--- src/rtl/doce_rx_frame_filter_pkg.sv ---
// Shared DoCE transport-layer definitions: frame constants, header byte
// layout, receive-filter state encoding and header field extractors.
package doce_rx_frame_filter_pkg;

  // EtherType carried by every DoCE frame.
  localparam logic [15:0] DOCE_ETHERTYPE_C = 16'h88B5;

  // Ethernet broadcast destination address.
  localparam logic [47:0] BCAST_MAC_C = 48'hFFFF_FFFF_FFFF;

  // Byte offsets of the Ethernet header inside the first 128-bit beat.
  localparam int unsigned DST_OFF_C   = 32'd0;
  localparam int unsigned SRC_OFF_C   = 32'd6;
  localparam int unsigned ETYPE_OFF_C = 32'd12;
  localparam int unsigned HDR_LEN_C   = 32'd14;

  // Receive filter states. RESYNC swallows a frame that was already in
  // flight when reset released, so the filter never mistakes a mid-frame
  // beat for a header.
  typedef enum logic [1:0] {
    ST_RESYNC = 2'd0,
    ST_IDLE   = 2'd1,
    ST_PASS   = 2'd2,
    ST_DROP   = 2'd3
  } rx_state_e;

  // Byte idx of a beat; byte 0 is the first byte on the wire.
  function automatic logic [7:0] hdr_byte(input logic [127:0] data,
                                          input int unsigned  idx);
    return data[32'd8 * idx +: 8];
  endfunction

  // Six consecutive bytes starting at off, first byte in the MSBs.
  function automatic logic [47:0] hdr_mac(input logic [127:0] data,
                                          input int unsigned  off);
    logic [47:0] mac;
    mac = 48'h0;
    for (int unsigned i = 32'd0; i < 32'd6; i++) begin
      mac = {mac[39:0], hdr_byte(data, off + i)};
    end
    return mac;
  endfunction

  // EtherType field, network byte order.
  function automatic logic [15:0] hdr_etype(input logic [127:0] data);
    return {hdr_byte(data, ETYPE_OFF_C), hdr_byte(data, ETYPE_OFF_C + 32'd1)};
  endfunction

  // True when every byte of the Ethernet header is present in the beat.
  function automatic logic hdr_keep_ok(input logic [15:0] keep);
    return (keep[HDR_LEN_C-1:0] == 14'h3FFF);
  endfunction

endpackage

--- src/rtl/doce_sat_counter.sv ---
// Saturating event counter with synchronous clear. Clear wins over a
// same-cycle increment; the count sticks at all-ones instead of wrapping.
module doce_sat_counter #(
  parameter int CNT_W = 32
) (
  input  logic             clk,
  input  logic             reset,
  input  logic             inc,
  input  logic             clr,
  output logic [CNT_W-1:0] value
);

  localparam logic [CNT_W-1:0] ZERO_C = {CNT_W{1'b0}};
  localparam logic [CNT_W-1:0] ONE_C  = {{(CNT_W-1){1'b0}}, 1'b1};
  localparam logic [CNT_W-1:0] MAX_C  = {CNT_W{1'b1}};

  logic [CNT_W-1:0] value_q;
  logic [CNT_W-1:0] value_d;

  // Next count: clear first, then increment unless already saturated.
  always_comb begin
    value_d = value_q;
    if (clr) begin
      value_d = ZERO_C;
    end else if (inc && (value_q != MAX_C)) begin
      value_d = value_q + ONE_C;
    end else begin
      value_d = value_q;
    end
  end

  // Count register.
  always_ff @(posedge clk or posedge reset) begin
    if (reset) begin
      value_q <= ZERO_C;
    end else begin
      value_q <= value_d;
    end
  end

  assign value = value_q;

endmodule

--- src/rtl/doce_rx_frame_filter.sv ---
// DoCE receive frame filter. Inspects the first beat of every frame from
// the MAC, forwards frames addressed to this node (or broadcast) with the
// DoCE EtherType through a one-deep output register, silently consumes
// everything else, and counts accepted/dropped frames.
module doce_rx_frame_filter
  import doce_rx_frame_filter_pkg::*;
#(
  parameter logic [15:0] DOCE_ETHERTYPE = DOCE_ETHERTYPE_C,
  parameter bit          ACCEPT_BCAST   = 1'b1,
  parameter int          CNT_W          = 32
) (
  input  logic             clk,
  input  logic             reset,
  input  logic [47:0]      doce_mac_addr,
  input  logic [127:0]     s_axis_tdata,
  input  logic [15:0]      s_axis_tkeep,
  input  logic             s_axis_tlast,
  input  logic             s_axis_tvalid,
  output logic             s_axis_tready,
  output logic [127:0]     m_axis_tdata,
  output logic [15:0]      m_axis_tkeep,
  output logic             m_axis_tlast,
  output logic             m_axis_tvalid,
  input  logic             m_axis_tready,
  input  logic             stat_clear,
  output logic [CNT_W-1:0] stat_accept_cnt,
  output logic [CNT_W-1:0] stat_drop_cnt
);

  rx_state_e      state_q;
  rx_state_e      state_d;

  logic [127:0]   m_tdata_q;
  logic [127:0]   m_tdata_d;
  logic [15:0]    m_tkeep_q;
  logic [15:0]    m_tkeep_d;
  logic           m_tlast_q;
  logic           m_tlast_d;
  logic           m_tvalid_q;
  logic           m_tvalid_d;

  logic           out_ready_s;
  logic           s_tready_s;
  logic           s_xfer_s;
  logic [47:0]    dst_s;
  logic [15:0]    etype_s;
  logic           dst_ok_s;
  logic           hdr_ok_s;
  logic           load_s;
  logic           acc_inc_s;
  logic           drop_inc_s;

  // The output slot can take a beat when empty or draining this cycle.
  assign out_ready_s = !m_tvalid_q || m_axis_tready;

  // Header fields of the current beat; only meaningful in IDLE.
  assign dst_s    = hdr_mac(s_axis_tdata, DST_OFF_C);
  assign etype_s  = hdr_etype(s_axis_tdata);
  assign dst_ok_s = (dst_s == doce_mac_addr) ||
                    (ACCEPT_BCAST && (dst_s == BCAST_MAC_C));
  assign hdr_ok_s = hdr_keep_ok(s_axis_tkeep) &&
                    (etype_s == DOCE_ETHERTYPE) && dst_ok_s;

  // Input ready: discarding states never stall, forwarding-capable states
  // follow the output slot.
  always_comb begin
    s_tready_s = 1'b1;
    case (state_q)
      ST_RESYNC: s_tready_s = 1'b1;
      ST_IDLE:   s_tready_s = out_ready_s;
      ST_PASS:   s_tready_s = out_ready_s;
      ST_DROP:   s_tready_s = 1'b1;
      default:   s_tready_s = 1'b1;
    endcase
  end

  assign s_xfer_s      = s_axis_tvalid && s_tready_s;
  assign s_axis_tready = s_tready_s;

  // Frame FSM: classify the first beat, then forward or discard to tlast.
  always_comb begin
    state_d    = state_q;
    load_s     = 1'b0;
    acc_inc_s  = 1'b0;
    drop_inc_s = 1'b0;
    case (state_q)
      ST_RESYNC: begin
        if (s_xfer_s && s_axis_tlast) begin
          state_d = ST_IDLE;
        end else begin
          state_d = ST_RESYNC;
        end
      end
      ST_IDLE: begin
        if (s_xfer_s) begin
          if (hdr_ok_s) begin
            load_s    = 1'b1;
            acc_inc_s = 1'b1;
            state_d   = s_axis_tlast ? ST_IDLE : ST_PASS;
          end else begin
            drop_inc_s = 1'b1;
            state_d    = s_axis_tlast ? ST_IDLE : ST_DROP;
          end
        end else begin
          state_d = ST_IDLE;
        end
      end
      ST_PASS: begin
        if (s_xfer_s) begin
          load_s  = 1'b1;
          state_d = s_axis_tlast ? ST_IDLE : ST_PASS;
        end else begin
          state_d = ST_PASS;
        end
      end
      ST_DROP: begin
        if (s_xfer_s && s_axis_tlast) begin
          state_d = ST_IDLE;
        end else begin
          state_d = ST_DROP;
        end
      end
      default: begin
        state_d = ST_RESYNC;
      end
    endcase
  end

  // FSM state register; reset lands in RESYNC because the MAC may be
  // mid-frame when reset releases.
  always_ff @(posedge clk or posedge reset) begin
    if (reset) begin
      state_q <= ST_RESYNC;
    end else begin
      state_q <= state_d;
    end
  end

  // Output slot next value: load on a forwarded beat, empty on a drain,
  // otherwise hold so the downstream sees a stable beat while stalled.
  always_comb begin
    m_tdata_d  = m_tdata_q;
    m_tkeep_d  = m_tkeep_q;
    m_tlast_d  = m_tlast_q;
    m_tvalid_d = m_tvalid_q;
    if (load_s) begin
      m_tdata_d  = s_axis_tdata;
      m_tkeep_d  = s_axis_tkeep;
      m_tlast_d  = s_axis_tlast;
      m_tvalid_d = 1'b1;
    end else if (m_axis_tready) begin
      m_tvalid_d = 1'b0;
    end else begin
      m_tvalid_d = m_tvalid_q;
    end
  end

  // Output slot register.
  always_ff @(posedge clk or posedge reset) begin
    if (reset) begin
      m_tdata_q  <= 128'h0;
      m_tkeep_q  <= 16'h0;
      m_tlast_q  <= 1'b0;
      m_tvalid_q <= 1'b0;
    end else begin
      m_tdata_q  <= m_tdata_d;
      m_tkeep_q  <= m_tkeep_d;
      m_tlast_q  <= m_tlast_d;
      m_tvalid_q <= m_tvalid_d;
    end
  end

  assign m_axis_tdata  = m_tdata_q;
  assign m_axis_tkeep  = m_tkeep_q;
  assign m_axis_tlast  = m_tlast_q;
  assign m_axis_tvalid = m_tvalid_q;

  doce_sat_counter #(.CNT_W(CNT_W)) u_accept_cnt (
    .clk   (clk),
    .reset (reset),
    .inc   (acc_inc_s),
    .clr   (stat_clear),
    .value (stat_accept_cnt)
  );

  doce_sat_counter #(.CNT_W(CNT_W)) u_drop_cnt (
    .clk   (clk),
    .reset (reset),
    .inc   (drop_inc_s),
    .clr   (stat_clear),
    .value (stat_drop_cnt)
  );

endmodule
--- config.mk ---
export PLATFORM = sky130hd
export DESIGN_NAME = doce_rx_frame_filter
export DESIGN_NICKNAME = d
export VERILOG_FILES = /design/src/rtl/doce_rx_frame_filter_pkg.sv /design/src/rtl/doce_sat_counter.sv /design/src/rtl/doce_rx_frame_filter.sv
export SDC_FILE = /design/constraint.sdc
export NUM_CORES = 1
export LEC_CHECK = 0
export CORE_UTILIZATION = 31
export CTS_CLUSTER_DIAMETER = 200
export DETAILED_ROUTE_END_ITERATION = 10
export DONT_BUFFER_PORTS = 1
export HOLD_SLACK_MARGIN = 0.05
export PLACE_DENSITY = 0.54
export SLEW_MARGIN = 40
export SYNTH_ARGS = -nofsm -noshare
export SYNTH_HDL_FRONTEND = slang
export SYNTH_SLANG_ARGS = --single-unit
--- constraint.sdc ---
create_clock -name clk -period 6.6 [get_ports clk]
set_input_delay 0 -clock clk [delete_from_list [all_inputs] [get_ports clk]]
set_output_delay 0 -clock clk [all_outputs]
set_load 0.01 [all_outputs]
Yosys cells after proc, flatten, opt, wreduce, memory -nomap -nowiden
Cells that the tools add are included.
- add/subtract/negate cells: 2
- equal/unequal tests: 9
- muxes and demuxes: 23
- reductions and logical operators: 15
- operators with widths (cell ; count):
    $mux W32 ; 4
    $add A32 B1 Y32 const B ; 2
    $ne A32 B32 Y1 const B ; 2
    $eq A48 B48 Y1 ; 1
    $eq A48 B48 Y1 const B ; 1
    $eq A16 B16 Y1 const B ; 1
    $eq A14 B14 Y1 const B ; 1
    $mux W2 ; 6
    $mux W1 ; 10
    $pmux W2 S4 ; 1
    $logic_and A1 B1 Y1 ; 6
    $reduce_bool A2 Y1 ; 3
    $eq A2 B2 Y1 const B ; 2
    $pmux W1 S2 ; 2
    $reduce_or A2 Y1 ; 2
    $eq A2 B1 Y1 const B ; 1
    $logic_not A2 Y1 ; 1
    $logic_or A1 B1 Y1 ; 2
    $logic_not A1 Y1 ; 1
- bits in registers: 212
- input bits: 198
- output and inout port bits: 211

Logic depth before layout (Yosys ltp)
Gate-level depths: netlist (run 1).
- depth in word-level cells: 9
- depth in mapped cells: 12
- depth with buffers taken out: 9

Modules after synthesis
A second synthesis (run 1) with hierarchy kept.
- cell total of the unflattened synthesis: 823
- area total of the unflattened synthesis: 10664.0 sq um
- by module, submodules not included (module ; times used ; cells an instance ; area an instance (sq um) ; sequential area each (sq um)):
    doce_rx_frame_filter ; 1 ; 451 ; 7183.1 ; 3703.6
    doce_sat_counter ; 2 ; 186 ; 1740.4 ; 800.8

Least setup slack after synthesis (run 1)
OpenSTA, ideal clock, no wires.
- path kind: register to register
- start point: register state_q[0]
- end point: register u_drop_cnt.value_q[15] (netlist: u_drop_cnt.value[15])
- library setup time: 128 ps
- arrival: 2457 ps
- setup slack: 4015 ps
- stages on the path, launching flop included: 12
- buffers on the path: 2
- period minus slack after synthesis: 2585 ps
- cell sequence: dfrtp_1 -> inv_1 -> ha_1 -> nand3b_1 -> nand3_1 -> a41oi_1 -> o21ai_1 -> or2_1 -> buf_2 -> buf_2 -> nor4_1 -> mux2_1
- cells in the longest elaborated chain, start to end: 8
- elaborated cells between the ends (all ways): 12
- ends and longest elaborated chain (item ; RTL line ; RTL):
    start: declaration ; doce_rx_frame_filter.sv:30 ; rx_state_e state_q;
    start signal: assignment ; doce_rx_frame_filter.sv:135 ; state_q <= state_d;
    $eq A2 B2 Y1 (tied with other cells) ; doce_rx_frame_filter.sv:68 ; case (state_q)
    $reduce_or A2 Y1 (no line) ; - ;
    $pmux W1 S2 * ; doce_rx_frame_filter.sv:68 ;
    via s_axis_tready ; doce_rx_frame_filter.sv:19 ; output logic s_axis_tready,
    $logic_and A1 B1 Y1 * ; doce_rx_frame_filter.sv:77 ; assign s_xfer_s = s_axis_tvalid && s_tready_s;
    $mux W1 * ; doce_rx_frame_filter.sv:95 ; if (s_xfer_s) begin
    $mux W1 * ; doce_rx_frame_filter.sv:86 ; case (state_q)
    $logic_and A1 B1 Y1 * ; doce_sat_counter.sv:25 ; end else if (inc && (value_q != MAX_C)) begin
    $reduce_bool A2 Y1 (no line) * ; - ;
    end signal: assignment ; doce_sat_counter.sv:37 ; value_q <= value_d;
    end: declaration ; doce_sat_counter.sv:17 ; logic [CNT_W-1:0] value_q;
Mark *: on every way through the listed nets, which the timed path passes. The rest lies on a longest branch.
A chain may end at the register's enable or synchronous reset.

Worst setup path in the final report (run 1)
- start point: register state_q[0]
- end point: register u_accept_cnt.value_q[20] (netlist: u_accept_cnt.value[20])
- cells in the longest elaborated chain, start to end: 8
- elaborated cells between the ends (all ways): 12
- ends and longest elaborated chain (item ; RTL line):
    $eq A2 B2 Y1 (tied with other cells) ; doce_rx_frame_filter.sv:68
    $reduce_or A2 Y1 (no line) ; -
    $pmux W1 S2 * ; doce_rx_frame_filter.sv:68
    via s_axis_tready ; doce_rx_frame_filter.sv:19
    $logic_and A1 B1 Y1 * ; doce_rx_frame_filter.sv:77
    $mux W1 * ; doce_rx_frame_filter.sv:95
    $mux W1 * ; doce_rx_frame_filter.sv:86
    $logic_and A1 B1 Y1 * ; doce_sat_counter.sv:25
    $reduce_bool A2 Y1 (no line) * ; -
    end signal: assignment ; doce_sat_counter.sv:37
    end: declaration ; doce_sat_counter.sv:17
Marked as above.

==> Implementation_results.wiki, run 1 <==
{| class="wikitable"
! Metric !! Value
|-
| Run status || finished clean
|-
| FF-to-FF path depth || 9
|-
| Endpoint required time on the critical path || between 7 and 8 ns
|-
| Wire length reported by the detailed router || ~35,000 µm
|-
| Congestion Overflow GR || 0
|-
| Weighted congestion reported at the end of routability-driven placement || between 0.8 and 0.9
|-
| Post-layout instance area || 13,010 µm²
|-
| Critical path launch point type || flop
|-
| Critical path depth in cells || 9
|-
| Actual transition at the worst max-transition pin || ~0.75 ns
|-
| Overall die area || between 30,000 and 40,000 µm²
|-
| Sequential cell area fraction in the yosys report || 52.06%
|-
| # port buffers || 0
|-
| Final-report setup violation count || 0
|-
| Number of distinct library cell variants in the gate-level netlist after synthesis || between 40 and 50
|-
| Floorplan die height || between 150 and 200 µm
|-
| Count of antenna-violating nets left after detailed routing || 0
|-
| Largest net degree at the start of global routing || between 100 and 150
|-
| Number of placed I/O pins || ~410
|-
| Clock Path Buffers || 3
|-
| # H-tree levels || 1
|-
| Standard cell area after detailed placement || around 11,000 µm²
|-
| Number of cells in the finished layout apart from fillers || 1,466
|-
| Primary flip-flop cell chosen by synthesis mapping || sky130_fd_sc_hd__dfrtp_1
|-
| Crit path cell chain || inv_1, ha_1, nand3b_1, nand3_1, a41oi_1, o211ai_1, or3_1, a21oi_1, dlygate4sd3_1
|-
| Max-slew headroom || between 40% and 50%
|-
| Leak pwr || 5.525 nW
|-
| Cell area power density || between 200 and 300 nW/µm²
|-
| Buf+Inv Stages, Crit Path || 2
|-
| FILL cells || just over 3,000
|-
| Type of the setup path with the least slack || flop to flop
|-
| Most frequent standard cell in the layout excluding fill and tap cells || sky130_fd_sc_hd__dfrtp_1
|-
| Hold Path Class || input port to asynchronous set/reset pin
|-
| Post-Route Setup TNS || 0 ns
|-
| Antenna violations before repair || 2
|-
| Average vias per placed instance || 5.265
|-
| Post-synthesis average cell area || ~12 µm²
|-
| Yosys reg bits || ~210
|-
| CTS root buffer || sky130_fd_sc_hd__clkbuf_16
|-
| Die boundary width || ~180 µm
|-
| Clock transition at path regs || 0.06 ns
|-
| Final slew viol count || 0
|-
| Commonest non-fill, non-tap cells in the layout || 212 x sky130_fd_sc_hd__dfrtp_1, 160 x sky130_fd_sc_hd__mux2_1, 150 x sky130_fd_sc_hd__dlygate4sd3_1
|-
| Worst path arrival time || approximately 3.9 ns
|-
| Proportion of layout cells with a drive suffix above 1 || between 5 and 6%
|-
| Upper clock frequency limit || between 200 and 300 MHz
|-
| Placed wire-length estimate after detailed placement || 24,890 µm
|-
| Starting density of the core || between 30% and 40%
|-
| Dominant delay contributor by cell family on the critical path || compound AO/OA/AOI/OAI gates
|-
| First-pass GRT wire length || approximately 51,000 µm
|-
| Fraction of registers with async set/reset || 100.0%
|-
| Number of warnings issued by yosys || 0
|-
| Total nets after synthesis || roughly 1,100
|-
| Number of enable flip-flop cells after synthesis || 0
|-
| Setup repair after global routing missed its margin || false
|-
| Post-synthesis instance area || roughly 10,000 µm²
|-
| Remaining DRCs || 0
|-
| Area of the core || between 30,000 and 40,000 µm²
|-
| Cell Rows || 66
|-
| Number of global-route vias before repair || slightly above 8,000
|-
| Number of cells after detailed placement || ~1,300
|-
| Peak fanout along the critical path || 7
|-
| Clock insertion delay at the later pin of the skew report || roughly 0.53 ns
|-
| Detailed-route wire length per cell || 23.60 µm
|-
| Synth-to-layout area growth || 27.70%
|-
| Number of nets at the end of the flow || roughly 1,200
|-
| Part of the cycle the worst path needs || 51.89%
|-
| Hold Violations, Final || 0
|-
| Max rail drop VDD || 0.2942 mV
|-
| Max_cap viols || 0
|-
| Clock tree from TritonCTS || built
|-
| Detailed Routing Iterations Pass 1 || 6
|-
| Largest stage delay on the critical path || 0.60 ns
|-
| Standard cell with the maximum stage delay on the critical path || sky130_fd_sc_hd__a41oi_1
|-
| Clk sink count || 212
|-
| Total CTS buffers || 26
|-
| Drt initial violations || ~340
|-
| Cells after synthesis || 856
|-
| Element type at the critical path end || flop
|-
| Largest clock skew in the final design || between 0.01 and 0.015 ns
|-
| Overall routing resource usage || 20.11%
|-
| Time the worst path needs with I/O delays and setup || 3.424 ns
|-
| Routed vias || 7,719
|}
-- worst paths after layout --
path | startpoint | endpoint | slack, ns
max | state_q[0] | u_accept_cnt.value[20] | 3.18
min | reset | m_axis_tdata[95] | 0.06
max reg2reg | state_q[0] | u_accept_cnt.value[20] | 3.18
min reg2reg | m_axis_tdata[52] | m_axis_tdata[52] | 0.56
max in group asynchronous | reset | u_drop_cnt.value[1] | 5.36
min in group clk | s_axis_tdata[3] | u_accept_cnt.value[1] | 0.06
-- through the flow --
stage / utilization, % / power [mW] / setup WS [ns] / hold WS, ns
floorplan: - / 2.146 / 0.8058 / 0.1016
global placement: 32.52 / 2.289 / 2.958 / 0.06292
detailed placement: 32.54 / 2.301 / 2.924 / 0.06341
CTS: 39.93 / 3.880 / 3.135 / 0.05102
global route: 40.09 / 4.011 / 2.895 / 0.09239
finish: 40.10 / 3.834 / 3.176 / 0.06267
-- report_power, final --
part	switching, mW	internal (mW)
Combinational	0.179	0.229
Sequential	0.378	1.59
Clock	0.555	0.905
-- routing by layer --
layer | track usage (%) | routed length (µm) | vias up | part of all wire [%]
met5 | 0 | 0 | - | 0
met4 | 5.400 | 821 | 0 | 2.4
met3 | 8.141 | 3712 | 59 | 11
met2 | 35.22 | 17340 | 325 | 50
met1 | 22.45 | 12720 | 3860 | 37
li1 | - | - | 3475 | -
-- synthesized netlist by cell type (all sizes together), types with 19 or more instances --
cell type    n  area (µm²)
xor2        49       429.2
mux2       161        1813
dfrtp      212        5305
nand4       36       225.2
nand2       34       130.1
buf         25       215.2
a21oi       38       193.9
nor2b       19       118.9
nor4        44       311.6
or4         19       142.6
nor2        37       138.9
or3         22       137.6
o21ai       26       130.1
nand3       27       135.1
-- final cells by class --
cell class / instances / area (µm²) / share of cell area [%]
Antenna cell: 3 / 7.507 / 0.05769
Tap cell: 442 / 553.0 / 4.250
Multi-Input combinational cell: 596 / 4609 / 35.42
Inverter: 9 / 46.29 / 0.3557
Sequential cell: 212 / 5305 / 40.77
Clock inverter: 7 / 112.6 / 0.8653
Clock buffer: 38 / 757.0 / 5.817
Timing Repair Buffer: 159 / 1623 / 12.47
-- cell families (layout without fill, tap and decap cells) --
| family | after synthesis | after routing | synth area share, % |
|---|---|---|---|
| AND/OR/NAND/NOR | 282 | 282 | 16.34 |
| flip-flops | 212 | 212 | 52.06 |
| multiplexers | 161 | 161 | 17.79 |
| AO/OA/AOI/OAI | 88 | 88 | 5.046 |
| XOR/XNOR | 59 | 59 | 5.071 |
| buffers and inverters | 48 | 213 | 2.959 |
| adder cells (fa/ha/maj) | 6 | 6 | 0.7366 |
| other | 0 | 3 | 0 |
-- sequential cells by signal, summed over array words and instances, names as in the netlist --
signal / count
m_axis_tvalid: 1
u_accept_cnt.value: 32
u_drop_cnt.value: 32
state_q: 2
m_axis_tkeep: 16
m_axis_tlast: 1
m_axis_tdata: 128
-- worst register-to-register path: stages (launching register included) --
cell and delay (ns):
sky130_fd_sc_hd__dfrtp_1 0.39, sky130_fd_sc_hd__inv_1 0.08, sky130_fd_sc_hd__ha_1 0.31, sky130_fd_sc_hd__nand3b_1 0.24
sky130_fd_sc_hd__nand3_1 0.35, sky130_fd_sc_hd__a41oi_1 0.60, sky130_fd_sc_hd__o211ai_1 0.28, sky130_fd_sc_hd__or3_1 0.40
sky130_fd_sc_hd__a21oi_1 0.16, sky130_fd_sc_hd__dlygate4sd3_1 0.57
-- what timing repair did --
action,CTS,global route
hold buffers,151,0
setup endpoints to repair,0,0
buffers inserted,0,0
resized for setup,0,0
hold endpoints to repair,314,0
No activity file was read; power rests on OpenSTA's default activity.
==> run 2, diff against run 1 <==
- clock period: 6.6 -> 3.6 ns (I/O delays scaled with it)
==> Implementation_results.wiki, run 2 (synthesis results as in run 1) <==
{| class="wikitable"
! Metric !! Value
|-
| Setup repair after global routing missed its margin || false
|-
| Number of global-route vias before repair || 8,071 (-1.3%)
|-
| Remaining DRCs || 0 (unchanged)
|-
| Max-slew headroom || 48.94% (-0.74 points)
|-
| Critical path launch point type || flop
|-
| Average vias per placed instance || 5.248 (-0.33%)
|-
| Count of antenna-violating nets left after detailed routing || 0 (unchanged)
|-
| Max rail drop VDD || 0.4072 mV (+38%)
|-
| Final setup slack of the worst path || 0.3062 ns (-2.869 ns)
|-
| Proportion of layout cells with a drive suffix above 1 || 7.136% (+1.4 points)
|-
| Endpoint required time on the critical path || 4.01 ns (-3.06 ns)
|-
| Congestion Overflow GR || 0 (unchanged)
|-
| Hold Path Class || input port to asynchronous set/reset pin
|-
| Most frequent standard cell in the layout excluding fill and tap cells || sky130_fd_sc_hd__dfrtp_1
|-
| Largest register FFs || 128 (unchanged)
|-
| Largest net degree at the start of global routing || 116 (-21%)
|-
| Antenna violations before repair || 2 (unchanged)
|-
| Synth-to-layout area growth || 28.23%
|-
| Max_cap viols || 0 (unchanged)
|-
| Final slew viol count || 0 (unchanged)
|-
| Number of cells after detailed placement || 1,282 (+1.3%)
|-
| Element type at the critical path end || flop
|-
| Area of the core || 32,450 µm² (unchanged)
|-
| Wire length reported by the detailed router || 34,830 µm (+0.68%)
|-
| Peak fanout along the critical path || 43 (+36)
|-
| Post-Route Setup TNS || 0 ns (unchanged)
|-
| Leak pwr || 5.585 nW (+1.1%)
|-
| Weighted congestion reported at the end of routability-driven placement || 0.8395 (+2.5%)
|-
| Detailed-route wire length per cell || 23.52 µm (-0.34%)
|-
| Largest clock skew in the final design || 0.01287 ns (+0.0005964 ns)
|-
| Overall routing resource usage || 20.39% (+0.28 points)
|-
| Crit path launch || state_q[0]
|-
| Clock transition at path regs || 0.06 ns (about the same)
|-
| Cell Rows || 66 (unchanged)
|-
| Floorplan die height || 183.3 µm (unchanged)
|-
| Part of the cycle the worst path needs || 91.50% (+40 points)
|-
| Commonest non-fill, non-tap cells in the layout || 212 x sky130_fd_sc_hd__dfrtp_1, 160 x sky130_fd_sc_hd__mux2_1, 151 x sky130_fd_sc_hd__dlygate4sd3_1
|-
| Run status || finished clean
|-
| CTS root buffer || sky130_fd_sc_hd__clkbuf_16
|-
| FILL cells || 3,116 (+1.2%)
|-
| Starting density of the core || 31.40% (unchanged)
|-
| Cell area power density || 526.6 nW/µm² (+79%)
|-
| Post-layout instance area || 13,070 µm² (+0.41%)
|-
| # port buffers || 0 (unchanged)
|-
| Die boundary width || 183.3 µm (unchanged)
|-
| Placement Setup Slack || 0.2186 ns (-2.705 ns)
|-
| Total CTS buffers || 25 (-3.8%)
|-
| # H-tree levels || 1 (unchanged)
|-
| Number of placed I/O pins || 409 (unchanged)
|-
| Time the worst path needs with I/O delays and setup || 3.294 ns (-0.1306 ns)
|-
| Reg2reg start || state_q[0]
|-
| Placed wire-length estimate after detailed placement || 25,490 µm (+2.4%)
|-
| Drt initial violations || 393 (+17%)
|-
| Upper clock frequency limit || 303.6 MHz (+4.0%)
|-
| Clk sink count || 212 (unchanged)
|-
| Routed vias || 7,772 (+0.69%)
|-
| Overall die area || 33,600 µm² (unchanged)
|-
| Clock tree from TritonCTS || built
|-
| Number of nets at the end of the flow || 1,223 (+1.2%)
|-
| First-pass GRT wire length || 51,840 µm (+1.0%)
|-
| Worst path arrival time || 3.71 ns (-0.18 ns)
|-
| Final-report setup violation count || 0 (unchanged)
|-
| Clock insertion delay at the later pin of the skew report || 0.54 ns (about the same)
|-
| Hold Violations, Final || 0 (unchanged)
|-
| Actual transition at the worst max-transition pin || 0.7633 ns (+0.01546 ns)
|-
| Standard cell area after detailed placement || 10,720 µm² (+1.5%)
|-
| Detailed Routing Iterations Pass 1 || 5 (-1)
|-
| Type of the setup path with the least slack || flop to flop
|-
| Number of cells in the finished layout apart from fillers || 1,481 (+1.0%)
|-
| Clock Path Buffers || 3 (unchanged)
|}
[run 2: final cells by class]
type / instances / area [µm²] / share of cell area, %
sequential: 212 / 5305 / 40.60
multi-input combinational: 596 / 4597 / 35.18
timing repair buffer: 175 / 1762 / 13.48
clock buffer: 35 / 713.2 / 5.458
tap: 442 / 553.0 / 4.232
clock inverter: 10 / 95.09 / 0.7277
inverter: 9 / 37.54 / 0.2872
antenna: 2 / 5.005 / 0.03830
[run 2: path summary, 6_finish.rpt]
check / end / slack (ns) / cells past startpoint
worst min register to register: m_axis_tdata[82] / 0.56 / 1
worst max-delay path: u_drop_cnt.value[15] / 0.31 / 11
worst min-delay path: m_axis_tdata[48] / 0.1 / 3
worst max register to register: u_drop_cnt.value[15] / 0.31 / 11
max in group asynchronous: u_drop_cnt.value[1] / 2.93 / 3
min in group clk: m_axis_tdata[45] / 0.12 / 2
[run 2: routing by layer]
metal | GRT usage, % | vias up | wire, µm
met2 | 34.80 | 311 | 17590
li1 | - | 3494 | -
met1 | 22.48 | 3912 | 12310
met4 | 7.200 | 0 | 1189
met3 | 8.876 | 55 | 3735
met5 | 0 | - | 0
[run 2: per-stage QoR]
step           hold slack (ns)  power (mW)  utilization (%)
6_report               0.09912       6.881            40.27
5_1_grt                 0.1127       7.201            40.27
4_1_cts                0.08773       6.960            40.25
3_5_place_dp           0.07389       4.240            33.02
3_3_place_gp           0.07477       4.212            33.02
2_1_floorplan           0.1016       3.934                -
[run 2: what timing repair did]
action,in CTS,in global routing
gates resized for setup,0,0
hold endpoints to repair,424,0
setup buffers,0,0
hold buffers,152,0
[run 2: worst max-delay path, stage by stage (launching register included)]
cell                       delay, ns
sky130_fd_sc_hd__dfrtp_1        0.37
sky130_fd_sc_hd__inv_1          0.07
sky130_fd_sc_hd__ha_1           0.33
sky130_fd_sc_hd__nand3b_1       0.23
sky130_fd_sc_hd__nand3_1        0.11
sky130_fd_sc_hd__buf_4          0.18
sky130_fd_sc_hd__a41oi_1        0.31
sky130_fd_sc_hd__o21ai_1        0.32
sky130_fd_sc_hd__or2_1          0.29
sky130_fd_sc_hd__buf_4          0.25
sky130_fd_sc_hd__nor4_1         0.33
sky130_fd_sc_hd__mux2_1         0.36
[run 2: report_power, final]
| part | switching (mW) | total, mW | internal (mW) |
|---|---|---|---|
| clock | 1.05 | 2.51 | 1.46 |
| sequential | 0.699 | 3.61 | 2.91 |
| combinational | 0.337 | 0.766 | 0.429 |
==> run 3, diff against run 2 <==
- clock period: 3.6 -> 3.72 ns (I/O delays scaled with it)
==> Implementation_results.wiki, run 3 (synthesis results as in run 1) <==
{| class="wikitable"
! Metric !! Value
|-
| Detailed Routing Iterations Pass 1 || 5 (unchanged)
|-
| Die boundary width || 183.3 µm (unchanged)
|-
| Floorplan die height || 183.3 µm (unchanged)
|-
| Worst path arrival time || 3.73 ns (+0.02 ns)
|-
| Min Hold Slack || 0.1252 ns (+0.02612 ns)
|-
| Number of cells in the finished layout apart from fillers || 1,487 (+0.41%)
|-
| Net Switching || 2.037 mW (-2.2%)
|-
| Final core utilization || 40.81% (+0.55 points)
|-
| Synth-to-layout area growth || 29.97%
|-
| Run status || finished clean
|-
| Overall routing resource usage || 20.64% (+0.25 points)
|-
| Average vias per placed instance || 5.249 (about the same)
|-
| Final setup slack of the worst path || 0.4574 ns (+0.1512 ns)
|-
| Number of global-route vias before repair || 8,221 (+1.9%)
|-
| Routed vias || 7,805 (+0.42%)
|-
| Total CTS buffers || 26 (+4.0%)
|-
| Post-Route Setup TNS || 0 ns (unchanged)
|-
| Hold Path Class || input port to flop
|-
| Number of placed I/O pins || 409 (unchanged)
|-
| Detailed-route wire length per cell || 23.76 µm (+1.0%)
|-
| Weighted congestion reported at the end of routability-driven placement || 0.8296 (-1.2%)
|-
| Final slew viol count || 0 (unchanged)
|-
| Count of antenna-violating nets left after detailed routing || 0 (unchanged)
|-
| Clk sink count || 212 (unchanged)
|-
| Largest net degree at the start of global routing || 95 (-18%)
|-
| # port buffers || 0 (unchanged)
|-
| Clock transition at path regs || 0.06 ns (about the same)
|-
| Cell area power density || 523.1 nW/µm² (-0.66%)
|-
| Final-report setup violation count || 0 (unchanged)
|-
| Number of nets at the end of the flow || 1,231 (+0.65%)
|-
| Number of cells after detailed placement || 1,286 (+0.31%)
|-
| Standard cell area after detailed placement || 10,780 µm² (+0.58%)
|-
| Part of the cycle the worst path needs || 87.70% (-3.8 points)
|-
| Cell Rows || 66 (unchanged)
|-
| Antenna violations before repair || 1 (-1)
|-
| First-pass GRT wire length || 52,790 µm (+1.8%)
|-
| Most frequent standard cell in the layout excluding fill and tap cells || sky130_fd_sc_hd__dfrtp_1
|-
| Placed wire-length estimate after detailed placement || 25,680 µm (+0.75%)
|-
| Number of gates given a new drive strength after cts || 0 (unchanged)
|-
| Max rail drop VDD || 0.3893 mV (-4.4%)
|-
| Largest clock skew in the final design || 0.009653 ns (-0.003213 ns)
|-
| Clock tree from TritonCTS || built
|-
| Drt initial violations || 385 (-2.0%)
|-
| Setup repair after global routing missed its margin || false
|-
| Time the worst path needs with I/O delays and setup || 3.263 ns (-0.03124 ns)
|-
| Post-layout instance area || 13,250 µm² (+1.4%)
|-
| Proportion of layout cells with a drive suffix above 1 || 7.854% (+0.72 points)
|-
| Cell Int Power || 4.892 mW (+2.0%)
|-
| Starting density of the core || 31.40% (unchanged)
|-
| Placement Setup Slack || 0.4322 ns (+0.2136 ns)
|-
| Clock insertion delay at the later pin of the skew report || 0.55 ns (about the same)
|-
| Commonest non-fill, non-tap cells in the layout || 212 x sky130_fd_sc_hd__dfrtp_1, 160 x sky130_fd_sc_hd__mux2_1, 152 x sky130_fd_sc_hd__dlygate4sd3_1
|-
| Actual transition at the worst max-transition pin || 0.6606 ns (-0.1027 ns)
|-
| Combinational share of power || 10.8% (-0.3 points)
|-
| CTS root buffer || sky130_fd_sc_hd__clkbuf_16
|-
| Endpoint required time on the critical path || 4.19 ns (+0.18 ns)
|-
| Max-slew headroom || 55.81% (+6.9 points)
|-
| Power after layout || 6.929 mW (+0.69%)
|-
| Clock Path Buffers || 3 (unchanged)
|-
| Congestion Overflow GR || 0 (unchanged)
|-
| Leak pwr || 5.670 nW (+1.5%)
|-
| Relative contribution of the clock network to total power || 38.9% (+2.5 points)
|-
| Seq pwr share || 50.3% (-2.2 points)
|-
| Setup bufs post-CTS || 0 (unchanged)
|-
| Area of the core || 32,450 µm² (unchanged)
|-
| Upper clock frequency limit || 306.5 MHz (+0.96%)
|-
| Type of the setup path with the least slack || flop to flop
|-
| Remaining DRCs || 0 (unchanged)
|-
| Element type at the critical path end || flop
|-
| Wire length reported by the detailed router || 35,340 µm (+1.5%)
|-
| Peak fanout along the critical path || 19 (-56%)
|-
| Max_cap viols || 0 (unchanged)
|-
| Sw Share || 29.40% (-0.88 points)
|-
| Largest register FFs || 128 (unchanged)
|-
| # H-tree levels || 1 (unchanged)
|-
| Hold Violations, Final || 0 (unchanged)
|-
| Critical path launch point type || flop
|-
| Overall die area || 33,600 µm² (unchanged)
|}
==> run 3: final cells by class <==
| class | count | area [µm²] |
|---|---|---|
| diodes | 1 | 2.502 |
| clock buffers | 34 | 730.7 |
| flip-flops and latches | 212 | 5305 |
| repair buffers | 182 | 1844 |
| well taps | 442 | 553.0 |
| fillers | 3081 | 19210 |
| inverters | 9 | 37.54 |
| multi-input cells | 596 | 4597 |
| clock inverters | 11 | 175.2 |
==> run 3: worst max-delay path, stage by stage, from the launching register on <==
cell,delay [ns]
sky130_fd_sc_hd__dfrtp_1,0.38
sky130_fd_sc_hd__inv_1,0.08
sky130_fd_sc_hd__ha_1,0.33
sky130_fd_sc_hd__nand3b_1,0.23
sky130_fd_sc_hd__nand3_1,0.19
sky130_fd_sc_hd__a41oi_1,0.27
sky130_fd_sc_hd__o21ai_1,0.25
sky130_fd_sc_hd__or2_1,0.50
sky130_fd_sc_hd__buf_4,0.29
sky130_fd_sc_hd__or4_1,0.50
sky130_fd_sc_hd__a21oi_1,0.15
==> run 3: repair_timing <==
item                                   4_1_cts  5_1_grt
endpoints found under the hold margin      251        0
hold buffers                               154        0
setup endpoints to repair                    0        0
==> run 3: final timing paths <==
kind | from | to | slack [ns] | depth (start not counted)
max | state_q[0] | u_drop_cnt.value[29] | 0.46 | 10
min | s_axis_tdata[126] | m_axis_tdata[126] | 0.13 | 2
max reg2reg | state_q[0] | u_drop_cnt.value[29] | 0.46 | 10
min reg2reg | m_axis_tdata[119] | m_axis_tdata[119] | 0.56 | 1
max in group asynchronous | reset | u_drop_cnt.value[26] | 2.46 | 5
min in group asynchronous | reset | m_axis_tdata[76] | 0.53 | 4
==> run 3: power groups by stage <==
stage / Clock [mW] / Sequential, mW / Combinational (mW)
5_1_grt: 2.87 / 3.55 / 0.835
6_report: 2.69 / 3.49 / 0.749
2_1_floorplan: 0 / 3.33 / 0.479
4_1_cts: 2.76 / 3.49 / 0.756
3_5_place_dp: 0 / 3.52 / 0.588
3_3_place_gp: 0 / 3.52 / 0.560
==> run 3: layer usage <==
metal	vias up	global-route usage (%)	routed length, µm
li1	3515	-	-
met1	3946	23.07	12850
met2	295	36.00	18000
met3	49	9.055	3908
met4	0	4.667	581
met5	-	0	0
